`src/rtl/regfile_wb_arbiter_if.sv`:
```
// rtl/regfile_wb_arbiter_if.sv - writeback requester, reservation, query and write-port bundle
// Forwarding signals exist only when REGFILE_WB_FWD_EN is defined.
interface regfile_wb_arbiter_if #(
    parameter int DATA_W = 32,
    parameter int ADDR_W = 5
);
    logic              wb_hold;
    logic              r0_valid;
    logic              r0_ready;
    logic [ADDR_W-1:0] r0_addr;
    logic [DATA_W-1:0] r0_data;
    logic              r1_valid;
    logic              r1_ready;
    logic [ADDR_W-1:0] r1_addr;
    logic [DATA_W-1:0] r1_data;
    logic              rsv_valid;
    logic [ADDR_W-1:0] rsv_addr;
    logic [ADDR_W-1:0] q_a1;
    logic [ADDR_W-1:0] q_a2;
    logic              q_busy1;
    logic              q_busy2;
    logic              WE3;
    logic [ADDR_W-1:0] A3;
    logic [DATA_W-1:0] WD3;
`ifdef REGFILE_WB_FWD_EN
    logic              fwd_hit1;
    logic              fwd_hit2;
    logic [DATA_W-1:0] fwd_data1;
    logic [DATA_W-1:0] fwd_data2;
`endif

    modport master (
        output wb_hold, r0_valid, r0_addr, r0_data, r1_valid, r1_addr, r1_data,
               rsv_valid, rsv_addr, q_a1, q_a2,
`ifdef REGFILE_WB_FWD_EN
        input  fwd_hit1, fwd_hit2, fwd_data1, fwd_data2,
`endif
        input  r0_ready, r1_ready, q_busy1, q_busy2, WE3, A3, WD3
    );

    modport slave (
        input  wb_hold, r0_valid, r0_addr, r0_data, r1_valid, r1_addr, r1_data,
               rsv_valid, rsv_addr, q_a1, q_a2,
`ifdef REGFILE_WB_FWD_EN
        output fwd_hit1, fwd_hit2, fwd_data1, fwd_data2,
`endif
        output r0_ready, r1_ready, q_busy1, q_busy2, WE3, A3, WD3
    );
endinterface

```
`src/rtl/regfile_wb_arbiter.sv`:
```
// rtl/regfile_wb_arbiter.sv - round-robin writeback arbiter with pending-write scoreboard
// Optional write-cycle operand forwarding enabled by REGFILE_WB_FWD_EN.
module regfile_wb_arbiter #(
    parameter int DATA_W = 32,
    parameter int ADDR_W = 5
) (
    input  logic                  clk,
    input  logic                  rst,
    regfile_wb_arbiter_if.slave   bus
);
    localparam int NREG = 2 ** ADDR_W;

    logic              rr_q, rr_d;
    logic              we_q, we_d;
    logic [ADDR_W-1:0] a3_q, a3_d;
    logic [DATA_W-1:0] wd3_q, wd3_d;
    logic [NREG-1:0]   pend_q, pend_d;
    logic              gnt0, gnt1;

    // rr_q=0 prefers req0; ready is gated by reset so nothing is accepted while squashed
    always_comb begin
        gnt0 = !rst && !bus.wb_hold && bus.r0_valid && (!bus.r1_valid || !rr_q);
        gnt1 = !rst && !bus.wb_hold && bus.r1_valid && (!bus.r0_valid || rr_q);
    end

    assign bus.r0_ready = gnt0;
    assign bus.r1_ready = gnt1;

    always_comb begin
        rr_d  = rr_q;
        we_d  = 1'b0;
        a3_d  = a3_q;
        wd3_d = wd3_q;
        if (gnt0) begin
            rr_d = 1'b1;
            if (bus.r0_addr != '0) begin
                we_d  = 1'b1;
                a3_d  = bus.r0_addr;
                wd3_d = bus.r0_data;
            end
        end else if (gnt1) begin
            rr_d = 1'b0;
            if (bus.r1_addr != '0) begin
                we_d  = 1'b1;
                a3_d  = bus.r1_addr;
                wd3_d = bus.r1_data;
            end
        end

        // Clear first so a same-edge reservation of the retiring register wins
        pend_d = pend_q;
        if (we_q) begin
            pend_d[a3_q] = 1'b0;
        end
        if (bus.rsv_valid) begin
            pend_d[bus.rsv_addr] = 1'b1;
        end
        pend_d[0] = 1'b0;
    end

    always_ff @(posedge clk or posedge rst) begin
        if (rst) begin
            rr_q   <= 1'b0;
            we_q   <= 1'b0;
            a3_q   <= '0;
            wd3_q  <= '0;
            pend_q <= '0;
        end else begin
            rr_q   <= rr_d;
            we_q   <= we_d;
            a3_q   <= a3_d;
            wd3_q  <= wd3_d;
            pend_q <= pend_d;
        end
    end

    assign bus.WE3 = we_q;
    assign bus.A3  = a3_q;
    assign bus.WD3 = wd3_q;

`ifdef REGFILE_WB_FWD_EN
    logic hit1, hit2;

    assign hit1 = we_q && (a3_q == bus.q_a1) && (bus.q_a1 != '0);
    assign hit2 = we_q && (a3_q == bus.q_a2) && (bus.q_a2 != '0);

    assign bus.fwd_hit1  = hit1;
    assign bus.fwd_hit2  = hit2;
    assign bus.fwd_data1 = wd3_q;
    assign bus.fwd_data2 = wd3_q;
    assign bus.q_busy1   = pend_q[bus.q_a1] && !hit1;
    assign bus.q_busy2   = pend_q[bus.q_a2] && !hit2;
`else
    assign bus.q_busy1 = pend_q[bus.q_a1];
    assign bus.q_busy2 = pend_q[bus.q_a2];
`endif
endmodule

```
`src/flat_wrapper.sv`:
```
// flat-port wrapper written by rule: the top's interface ports become plain ports
module regfile_wb_arbiter_flat 
#(
    parameter int DATA_W = 32,
    parameter int ADDR_W = 5
)
  (clk, rst, bus_wb_hold, bus_r0_valid, bus_r0_addr, bus_r0_data, bus_r1_valid, bus_r1_addr, bus_r1_data, bus_rsv_valid, bus_rsv_addr, bus_q_a1, bus_q_a2, bus_r0_ready, bus_r1_ready, bus_q_busy1, bus_q_busy2, bus_WE3, bus_A3, bus_WD3);
  regfile_wb_arbiter_if #(.DATA_W(DATA_W), .ADDR_W(ADDR_W)) bus_i ();
  input  logic clk;
  input  logic rst;
  input wire logic [$bits(bus_i.wb_hold)-1:0] bus_wb_hold;
  input wire logic [$bits(bus_i.r0_valid)-1:0] bus_r0_valid;
  input wire logic [$bits(bus_i.r0_addr)-1:0] bus_r0_addr;
  input wire logic [$bits(bus_i.r0_data)-1:0] bus_r0_data;
  input wire logic [$bits(bus_i.r1_valid)-1:0] bus_r1_valid;
  input wire logic [$bits(bus_i.r1_addr)-1:0] bus_r1_addr;
  input wire logic [$bits(bus_i.r1_data)-1:0] bus_r1_data;
  input wire logic [$bits(bus_i.rsv_valid)-1:0] bus_rsv_valid;
  input wire logic [$bits(bus_i.rsv_addr)-1:0] bus_rsv_addr;
  input wire logic [$bits(bus_i.q_a1)-1:0] bus_q_a1;
  input wire logic [$bits(bus_i.q_a2)-1:0] bus_q_a2;
  output wire logic [$bits(bus_i.r0_ready)-1:0] bus_r0_ready;
  output wire logic [$bits(bus_i.r1_ready)-1:0] bus_r1_ready;
  output wire logic [$bits(bus_i.q_busy1)-1:0] bus_q_busy1;
  output wire logic [$bits(bus_i.q_busy2)-1:0] bus_q_busy2;
  output wire logic [$bits(bus_i.WE3)-1:0] bus_WE3;
  output wire logic [$bits(bus_i.A3)-1:0] bus_A3;
  output wire logic [$bits(bus_i.WD3)-1:0] bus_WD3;
  assign bus_i.wb_hold = bus_wb_hold;
  assign bus_i.r0_valid = bus_r0_valid;
  assign bus_i.r0_addr = bus_r0_addr;
  assign bus_i.r0_data = bus_r0_data;
  assign bus_i.r1_valid = bus_r1_valid;
  assign bus_i.r1_addr = bus_r1_addr;
  assign bus_i.r1_data = bus_r1_data;
  assign bus_i.rsv_valid = bus_rsv_valid;
  assign bus_i.rsv_addr = bus_rsv_addr;
  assign bus_i.q_a1 = bus_q_a1;
  assign bus_i.q_a2 = bus_q_a2;
  assign bus_r0_ready = bus_i.r0_ready;
  assign bus_r1_ready = bus_i.r1_ready;
  assign bus_q_busy1 = bus_i.q_busy1;
  assign bus_q_busy2 = bus_i.q_busy2;
  assign bus_WE3 = bus_i.WE3;
  assign bus_A3 = bus_i.A3;
  assign bus_WD3 = bus_i.WD3;
  regfile_wb_arbiter #(.DATA_W(DATA_W), .ADDR_W(ADDR_W)) u_core (.clk(clk), .rst(rst), .bus(bus_i));
endmodule
```
`config.mk`:
```
export PLATFORM = sky130hd
export DESIGN_NAME = regfile_wb_arbiter_flat
export DESIGN_NICKNAME = d
export VERILOG_FILES = /design/src/rtl/regfile_wb_arbiter_if.sv /design/src/rtl/regfile_wb_arbiter.sv /design/src/flat_wrapper.sv
export SDC_FILE = /design/constraint.sdc
export NUM_CORES = 1
export LEC_CHECK = 0
export CORE_ASPECT_RATIO = 1.25
export CORE_MARGIN = 3
export CORE_UTILIZATION = 45
export DETAILED_ROUTE_END_ITERATION = 10
export GPL_TIMING_DRIVEN = 0
export HOLD_SLACK_MARGIN = 0.12
export PLACE_DENSITY = 0.85
export SETUP_SLACK_MARGIN = 0.02
export SYNTH_ARGS = -nofsm -noshare
export SYNTH_HDL_FRONTEND = slang
export SYNTH_SLANG_ARGS = --single-unit
```
`constraint.sdc`:
```
create_clock -name clk -period 3 [get_ports clk]
set_input_delay 0.45 -clock clk [delete_from_list [all_inputs] [get_ports clk]]
set_output_delay 0.45 -clock clk [all_outputs]
set_load 0.1 [all_outputs]
```
* Yosys cells after proc, flatten, opt, wreduce, memory -nomap -nowiden
Index checks and enable logic that the tools add are counted.
** Storage, ports and cells
- Output and inout bits :: 42
- Register bits after elaboration :: 70
- Bits of input ports :: 95
- Word-level logic and storage cells :: 58
** Cells by class
- $lt $le $gt $ge :: 6
- Multiplexer cells :: 24
- Reduce and logical (&&, ||, !) cells :: 19
- Equal/unequal tests :: 1
- Bitwise gates (word level) :: 3
** Operators by type and width (number)
- $mux W32 :: 6
- $and A32 B32 Y32 :: 1
- $not A32 Y32 :: 1
- $or A32 B32 Y32 :: 1
- $lt A5 B6 Y1 const B :: 4
- $mux W5 :: 4
- $bmux W1 S5 :: 2
- $demux W1 S5 :: 2
- $ge A5 B1 Y1 const B :: 2
- $mux W1 :: 10
- $reduce_bool A5 Y1 :: 2
- $logic_and A1 B1 Y1 :: 7
- $logic_not A1 Y1 :: 5
- $reduce_bool A2 Y1 :: 2
- $reduce_and A3 Y1 :: 1
- $logic_or A1 B1 Y1 :: 2
- $ne A2 B1 Y1 const B :: 1

* Longest topological paths before layout
Gate-level depths: netlist of the first run.
- Depth after elaboration :: 9
- Depth in mapped cells :: 6
- Depth with buffers taken out :: 4

* Worst setup path after synthesis of the first run
Ideal clock, no wire load.
- Kind :: input-to-output
- From :: in bus_q_a1[0]
- To :: out bus_q_busy1
- Arrival time :: 2396 ps
- Required time :: 2550 ps
- Stages on the path :: 5
- Slack :: 154 ps
- Path buffers :: 1
- Cell sequence :: clkbuf_1 mux4_2 nand2b_1 o211ai_1 nand4_1
** On the way
- Longest elaborated chain between the ends :: 2
** RTL lines
- start: declaration :: line flat_wrapper.sv:20 : input wire logic [$bits(bus_i.q_a1)-1:0] bus_q_a1;
- $bmux W1 S5 :: line regfile_wb_arbiter.sv:94 : assign bus.q_busy1 = pend_q[bus.q_a1];
- $mux W1 (not written as such) :: line regfile_wb_arbiter.sv:94
- end: declaration :: line flat_wrapper.sv:24 : output wire logic [$bits(bus_i.q_busy1)-1:0] bus_q_busy1;
No other way between the ends. The select of a mux whose other input is x is not followed.

* Worst setup path in the final report of the first run
- From :: in rst
- To :: out bus_r1_ready
** On the way
- Longest elaborated chain between the ends :: 4
** RTL lines
- start: declaration :: line flat_wrapper.sv:10 : input logic rst;
- $logic_not A1 Y1 :: line regfile_wb_arbiter.sv:23 : gnt1 = !rst && !bus.wb_hold && bus.r1_valid && (!bus.r0_valid || rr_q);
- $logic_and A1 B1 Y1 (3 in series) :: line regfile_wb_arbiter.sv:23
- end: declaration :: line flat_wrapper.sv:23 : output wire logic [$bits(bus_i.r1_ready)-1:0] bus_r1_ready;
No other way between the ends.

==> results.sh, run 1 <==
export IMPL_status="finished, final reports clean"
export IMPL_ys_ff_latch=70
export IMPL_power_density_nw_per_um2=847.2
export IMPL_synth_compound_area_frac=0.1099
export IMPL_tightest_slew_ns=1.027
export IMPL_antenna_cells=0
export IMPL_yosysMostFrequentCell="dfrtp_1"
export IMPL_final_max_slew_viol_count=0
export IMPL_ant_nets=0
export IMPL_yosys_top_cells_area="dfrtp_1 (45%), mux2_2 (16%), o21ai_0 (7.4%), mux2_4 (7.4%), mux2i_1 (4.7%)"
export IMPL_p_leak_nw=2.158
export IMPL_grt_overflow=0
export IMPL_post_cts_buffers=0
export IMPL_layout_drive_gt1_share=0.2266
export IMPL_syn_inst=332
export IMPL_final_min_clock_period_ns=2.872
export IMPL_worstPathArrival_ns=2.42
export IMPL_dp_hpwl_mm=8.693
export IMPL_ys_types=28
export IMPL_wl_mm=11.14
export IMPL_syn_nets=427
export IMPL_num_vias=3361
export IMPL_syn_avg_cell_area_um2=11.62
export IMPL_track_usage=0.2393
export IMPL_critPathMaxFanout=3
export IMPL_area_growth_pct=42.64
export IMPL_grt_pass1_vias=3557
export IMPL_endpoint_kind="primary output"
export IMPL_ys_flop_type="dfrtp_1"
export IMPL_cts_root_buf="clkbuf_8"
export IMPL_async_reset_ff_frac=1.000
export IMPL_synth_common_cells="dfrtp_1 (70), o21ai_0 (57), mux2_2 (55)"
export IMPL_clock_fmax_mhz=348.2
export IMPL_vdd_drop_max_mv=0.5953
export IMPL_clock_path_buffers=2
export IMPL_rows=37
export IMPL_cts_hold_buffers_added=0
export IMPL_finalNetCount=571
export IMPL_grt_setup_unrepaired="no"
export IMPL_synth_edf_count=0
export IMPL_finalSetupViolCount=0
export IMPL_synthAdderAreaFrac=0
export IMPL_drt_iter0_markers=243
export IMPL_drc=0
export IMPL_core_area_um2=8287
export IMPL_wl_per_cell_um=19.28
export IMPL_via_per_inst=5.815
export IMPL_synth_top_family_by_area="multiplexers"
export IMPL_grt_pass1_wl_mm=17.62
export IMPL_io_buffers=132
export IMPL_first_pass_iters=4
export IMPL_die_w_um=88.83
export IMPL_crit_type="primary input to primary output"
export IMPL_p_total_w=0.004663
export IMPL_ys_warn_count=0
export IMPL_cts_tree="done"
export IMPL_path_clk_slew_ns=0.07
export IMPL_yosys_area_top_type="dfrtp_1"
export IMPL_die_h_um=109.5
export IMPL_clock_latency_ns=0.35
export IMPL_synthMuxAreaShare=0.3161
export IMPL_synth_simple_gate_area_frac=0.09112
export IMPL_synth_xor_area_frac=0
export IMPL_io_pin_count=137
export IMPL_post_route_period_util=0.9574
export IMPL_cp_start_kind="primary input"
export IMPL_start_util=0.4657
export IMPL_cts_buffers=9
export IMPL_synth_top_cell_area_share=0.4540
export IMPL_clock_skew_ns=0.005720
export IMPL_grt_max_degree=45
export IMPL_seq_area_frac_synth=0.4540
export IMPL_dieArea_um2=9729
export IMPL_cts_num_sinks=70
export IMPL_hold_viol=0
export IMPL_min_path_type="flop to flop"
export IMPL_syn_area_um2=3859
export IMPL_place_congestion=0.9254
export IMPL_slew_headroom=0.3134
export IMPL_h_tree_depth=3
export IMPL_worstPathRequired_ns=2.55
export IMPL_final_setup_tns_ns=0
export IMPL_drv_cap=0
export IMPL_antenna_found_initial=0
==> worst max-delay path, cell delays in order <==
cell             delay [ns]
clkdlybuf4s50_1        0.44
nor2_1                 0.16
nand3_1                0.14
inv_1                  0.08
clkdlybuf4s50_1        1.14
==> sequential cells by signal (all words and copies together), names as in the netlist <==
| signal | count |
|---|---|
| u_core.bus.WD3 | 32 |
| u_core.pend_q | 31 |
| u_core.bus.A3 | 5 |
| u_core.bus.WE3 | 1 |
| u_core.rr_q | 1 |
==> through the flow <==
step	utilization	hold slack (ns)	std cells	setup slack, ns	area, um2
2_1_floorplan	-	0.4599	332	0.1535	3859
3_3_place_gp	0.6397	0.4760	561	-0.3726	5301
3_5_place_dp	0.6422	0.4921	562	-0.4129	5321
4_1_cts	0.6644	0.5115	578	0.1349	5505
5_1_grt	0.6642	0.5204	578	0.02598	5504
6_report	0.6642	0.5098	578	0.1278	5504
==> layout make-up <==
class,instances,area [um2]
multi-input combinational,240,1996
inverter,5,18.77
clock buffer,16,180.2
sequential,70,1752
tap,97,121.4
fill,643,2783
buffer,17,92.59
timing repair buffer,133,1344
==> final timing paths <==
path                                    startpoint            endpoint  slack, ns  cells after the start
worst max-delay path                           rst        bus_r1_ready       0.13                      5
worst min-delay path            u_core.bus.WD3[29]  u_core.bus.WD3[29]       0.51                      1
worst max register to register         u_core.rr_q  u_core.bus.WD3[11]       1.11                      6
worst min register to register  u_core.bus.WD3[29]  u_core.bus.WD3[29]       0.51                      1
max in group asynchronous                      rst   u_core.pend_q[28]       1.85                      3
min in group asynchronous                      rst   u_core.bus.WD3[1]       0.52                      2
==> report_power, final <==
part | switching [W] | internal (W)
Clock | 0.000333 | 0.000370
Combinational | 0.00162 | 0.000793
Sequential | 0.000256 | 0.00129
Total | 0.00221 | 0.00245
==> cells by family after synthesis <==
logic type / Yosys count
multiplexers: 98
buffers and inverters: 22
AO/OA/AOI/OAI: 79
flip-flops: 70
AND/OR/NAND/NOR: 63
==> layer usage <==
metal | vias up | GRT usage | share of wire
li1 | 1514 | - | -
met1 | 1603 | 0.2758 | 0.36
met2 | 219 | 0.4023 | 0.51
met3 | 25 | 0.08621 | 0.11
met4 | 0 | 0.09287 | 0.021
met5 | - | 0 | 0
==> cells in the final DEF (no fill, tap or decap), drive strengths merged, types with 5 or more instances in the layout <==
| master | n |
|---|---|
| mux2 | 74 |
| inv | 5 |
| buf | 11 |
| nand2b | 5 |
| nand3 | 14 |
| nand2 | 9 |
| nand3b | 10 |
| clkbuf | 23 |
| clkdlybuf4s50 | 129 |
| nor2 | 11 |
| mux4 | 6 |
| o21ai | 62 |
| mux2i | 18 |
| a21oi | 6 |
| dfrtp | 70 |
==> repair_timing <==
item / 4_1_cts / 5_1_grt
endpoints found under the hold margin: 0 / 0
gates cloned: 0 / 0
gates resized for setup: 9 / 1
setup endpoints to repair: 3 / 1
Power figures use the tool's default switching activity.
==> run 2, diff against run 1 <==
- MAX_ROUTING_LAYER: unset -> met4
==> run 2 against run 1 <==
Against the previous run: global-route usage grew 0.65 points; critical path depth is the same; fmax grew 0.37%; sequential cell count is the same; first-iteration DRC count grew 44%; die area is the same; register-to-register slack lost 0.03 ns; combinational power is essentially flat; count of clock-buffer cells in the layout shrank 2; non-clock buffer count is the same; cell count shrank 0.17%; highest routed layer unchanged.
==> results.sh, run 2 (same netlist as run 1, synthesis figures left out) <==
export IMPL_post_route_period_util=0.9539
export IMPL_p_leak_nw=2.154
export IMPL_final_min_clock_period_ns=2.862
export IMPL_critPathMaxFanout=3
export IMPL_grt_max_degree=37
export IMPL_io_pin_count=137
export IMPL_layout_common_cells="clkdlybuf4s50_1 (129), dfrtp_1 (70), o21ai_0 (57), mux2_2 (55), mux2_4 (19)"
export IMPL_dp_hpwl_mm=8.624
export IMPL_grt_overflow=0
export IMPL_place_congestion=0.9095
export IMPL_first_pass_iters=5
export IMPL_clock_path_buffers=2
export IMPL_vdd_drop_max_mv=0.6718
export IMPL_worstPathRequired_ns=2.55
export IMPL_clock_skew_ns=0.004167
export IMPL_finalNetCount=571
export IMPL_final_common_cell="clkdlybuf4s50_1"
export IMPL_clock_fmax_mhz=349.4
export IMPL_grt_setup_unrepaired="no"
export IMPL_rows=37
export IMPL_ant_nets=0
export IMPL_grt_pass1_wl_mm=17.42
export IMPL_worstPathArrival_ns=2.41
export IMPL_final_max_slew_viol_count=0
export IMPL_area_growth_pct=42.35
export IMPL_cp_start_kind="primary input"
export IMPL_slew_headroom=0.3237
export IMPL_fin_hold_ws_ns=0.5080
export IMPL_drv_cap=0
export IMPL_via_per_inst=5.875
export IMPL_grt_pass1_vias=3477
export IMPL_h_tree_depth=3
export IMPL_cts_buffers=9
export IMPL_antenna_cells=0
export IMPL_endpoint_kind="primary output"
export IMPL_finalInstanceArea_um2=5493
export IMPL_power_density_nw_per_um2=846.5
export IMPL_dieArea_um2=9729
export IMPL_path_clk_slew_ns=0.07
export IMPL_die_w_um=88.83
export IMPL_die_h_um=109.5
export IMPL_min_path_type="flop to flop"
export IMPL_drt_iter0_markers=349
export IMPL_fillers=606
export IMPL_layout_drive_gt1_share=0.2271
export IMPL_io_buffers=132
export IMPL_start_util=0.4657
export IMPL_track_usage=0.2458
export IMPL_finalSetupViolCount=0
export IMPL_largest_register_ffs=32
export IMPL_core_area_um2=8287
export IMPL_num_vias=3390
export IMPL_hold_viol=0
export IMPL_wl_per_cell_um=19.47
export IMPL_cts_root_buf="clkbuf_8"
export IMPL_cts_tree="done"
export IMPL_antenna_found_initial=0
export IMPL_wl_mm=11.24
export IMPL_crit_type="primary input to primary output"
export IMPL_tightest_slew_ns=1.011
export IMPL_dpl_cell_area_um2=5321
export IMPL_fin_util=0.6628
export IMPL_status="finished, final reports clean"
export IMPL_drc=0
export IMPL_clock_latency_ns=0.34
export IMPL_cts_hold_buffers_added=0
export IMPL_cts_num_sinks=70
export IMPL_multiInputGateArea_um2=1996
export IMPL_regArea_um2=1752
run 2: area by class of cell:
| type | count | share of cell area |
|---|---|---|
| Tap cell | 97 | 0.02210 |
| Buffer | 17 | 0.01686 |
| Sequential cell | 70 | 0.3189 |
| Clock buffer | 14 | 0.02961 |
| Timing Repair Buffer | 133 | 0.2449 |
| Inverter | 5 | 0.003417 |
| Clock inverter | 1 | 0.0009112 |
| Multi-Input combinational cell | 240 | 0.3633 |
run 2: routing by layer:
metal	wire length, um	vias up	part of all wire	track usage
li1	-	1521	-	-
met1	4250	1639	0.38	0.2811
met5	0	-	0	-
met3	1080	30	0.096	0.07796
met2	5703	200	0.51	0.4034
met4	202	0	0.018	0.08855
run 2: worst paths after layout:
check	depth (start not counted)	slack, ns	start	to
max	5	0.14	rst	bus_r1_ready
min in group asynchronous	2	0.60	rst	u_core.rr_q
max reg2reg	6	1.08	u_core.rr_q	u_core.bus.WD3[5]
min	1	0.51	u_core.bus.WD3[1]	u_core.bus.WD3[1]
max in group asynchronous	3	1.76	rst	u_core.pend_q[12]
min reg2reg	1	0.51	u_core.bus.WD3[1]	u_core.bus.WD3[1]
run 2: timing repair:
action / 4_1_cts / 5_1_grt
setup endpoints to repair: 3 / 0
setup buffers: 0 / 0
endpoints found under the hold margin: 0 / 0
resized for setup: 9 / 0
run 2: critical path: stages:
cell             delay (ns)
clkdlybuf4s50_1        0.43
nor2_1                 0.17
nand3_1                0.14
inv_1                  0.08
clkdlybuf4s50_1        1.14
run 2: per-stage QoR:
stage          instances  TNS [ns]  worst slack, ns  power, W
6_report             577         0           0.1383  0.004650
5_1_grt              577         0          0.02772  0.004849
4_1_cts              577         0           0.1361  0.004659
3_5_place_dp         562    -1.146          -0.4291  0.003974
3_3_place_gp         561    -20.51          -0.4139  0.003901
2_1_floorplan        332         0           0.1535  0.003274
run 2: power breakdown:
group | switching [W] | internal (W)
registers | 0.000260 | 0.00129
clock network | 0.000333 | 0.000341
logic | 0.00164 | 0.000793
total | 0.00223 | 0.00242
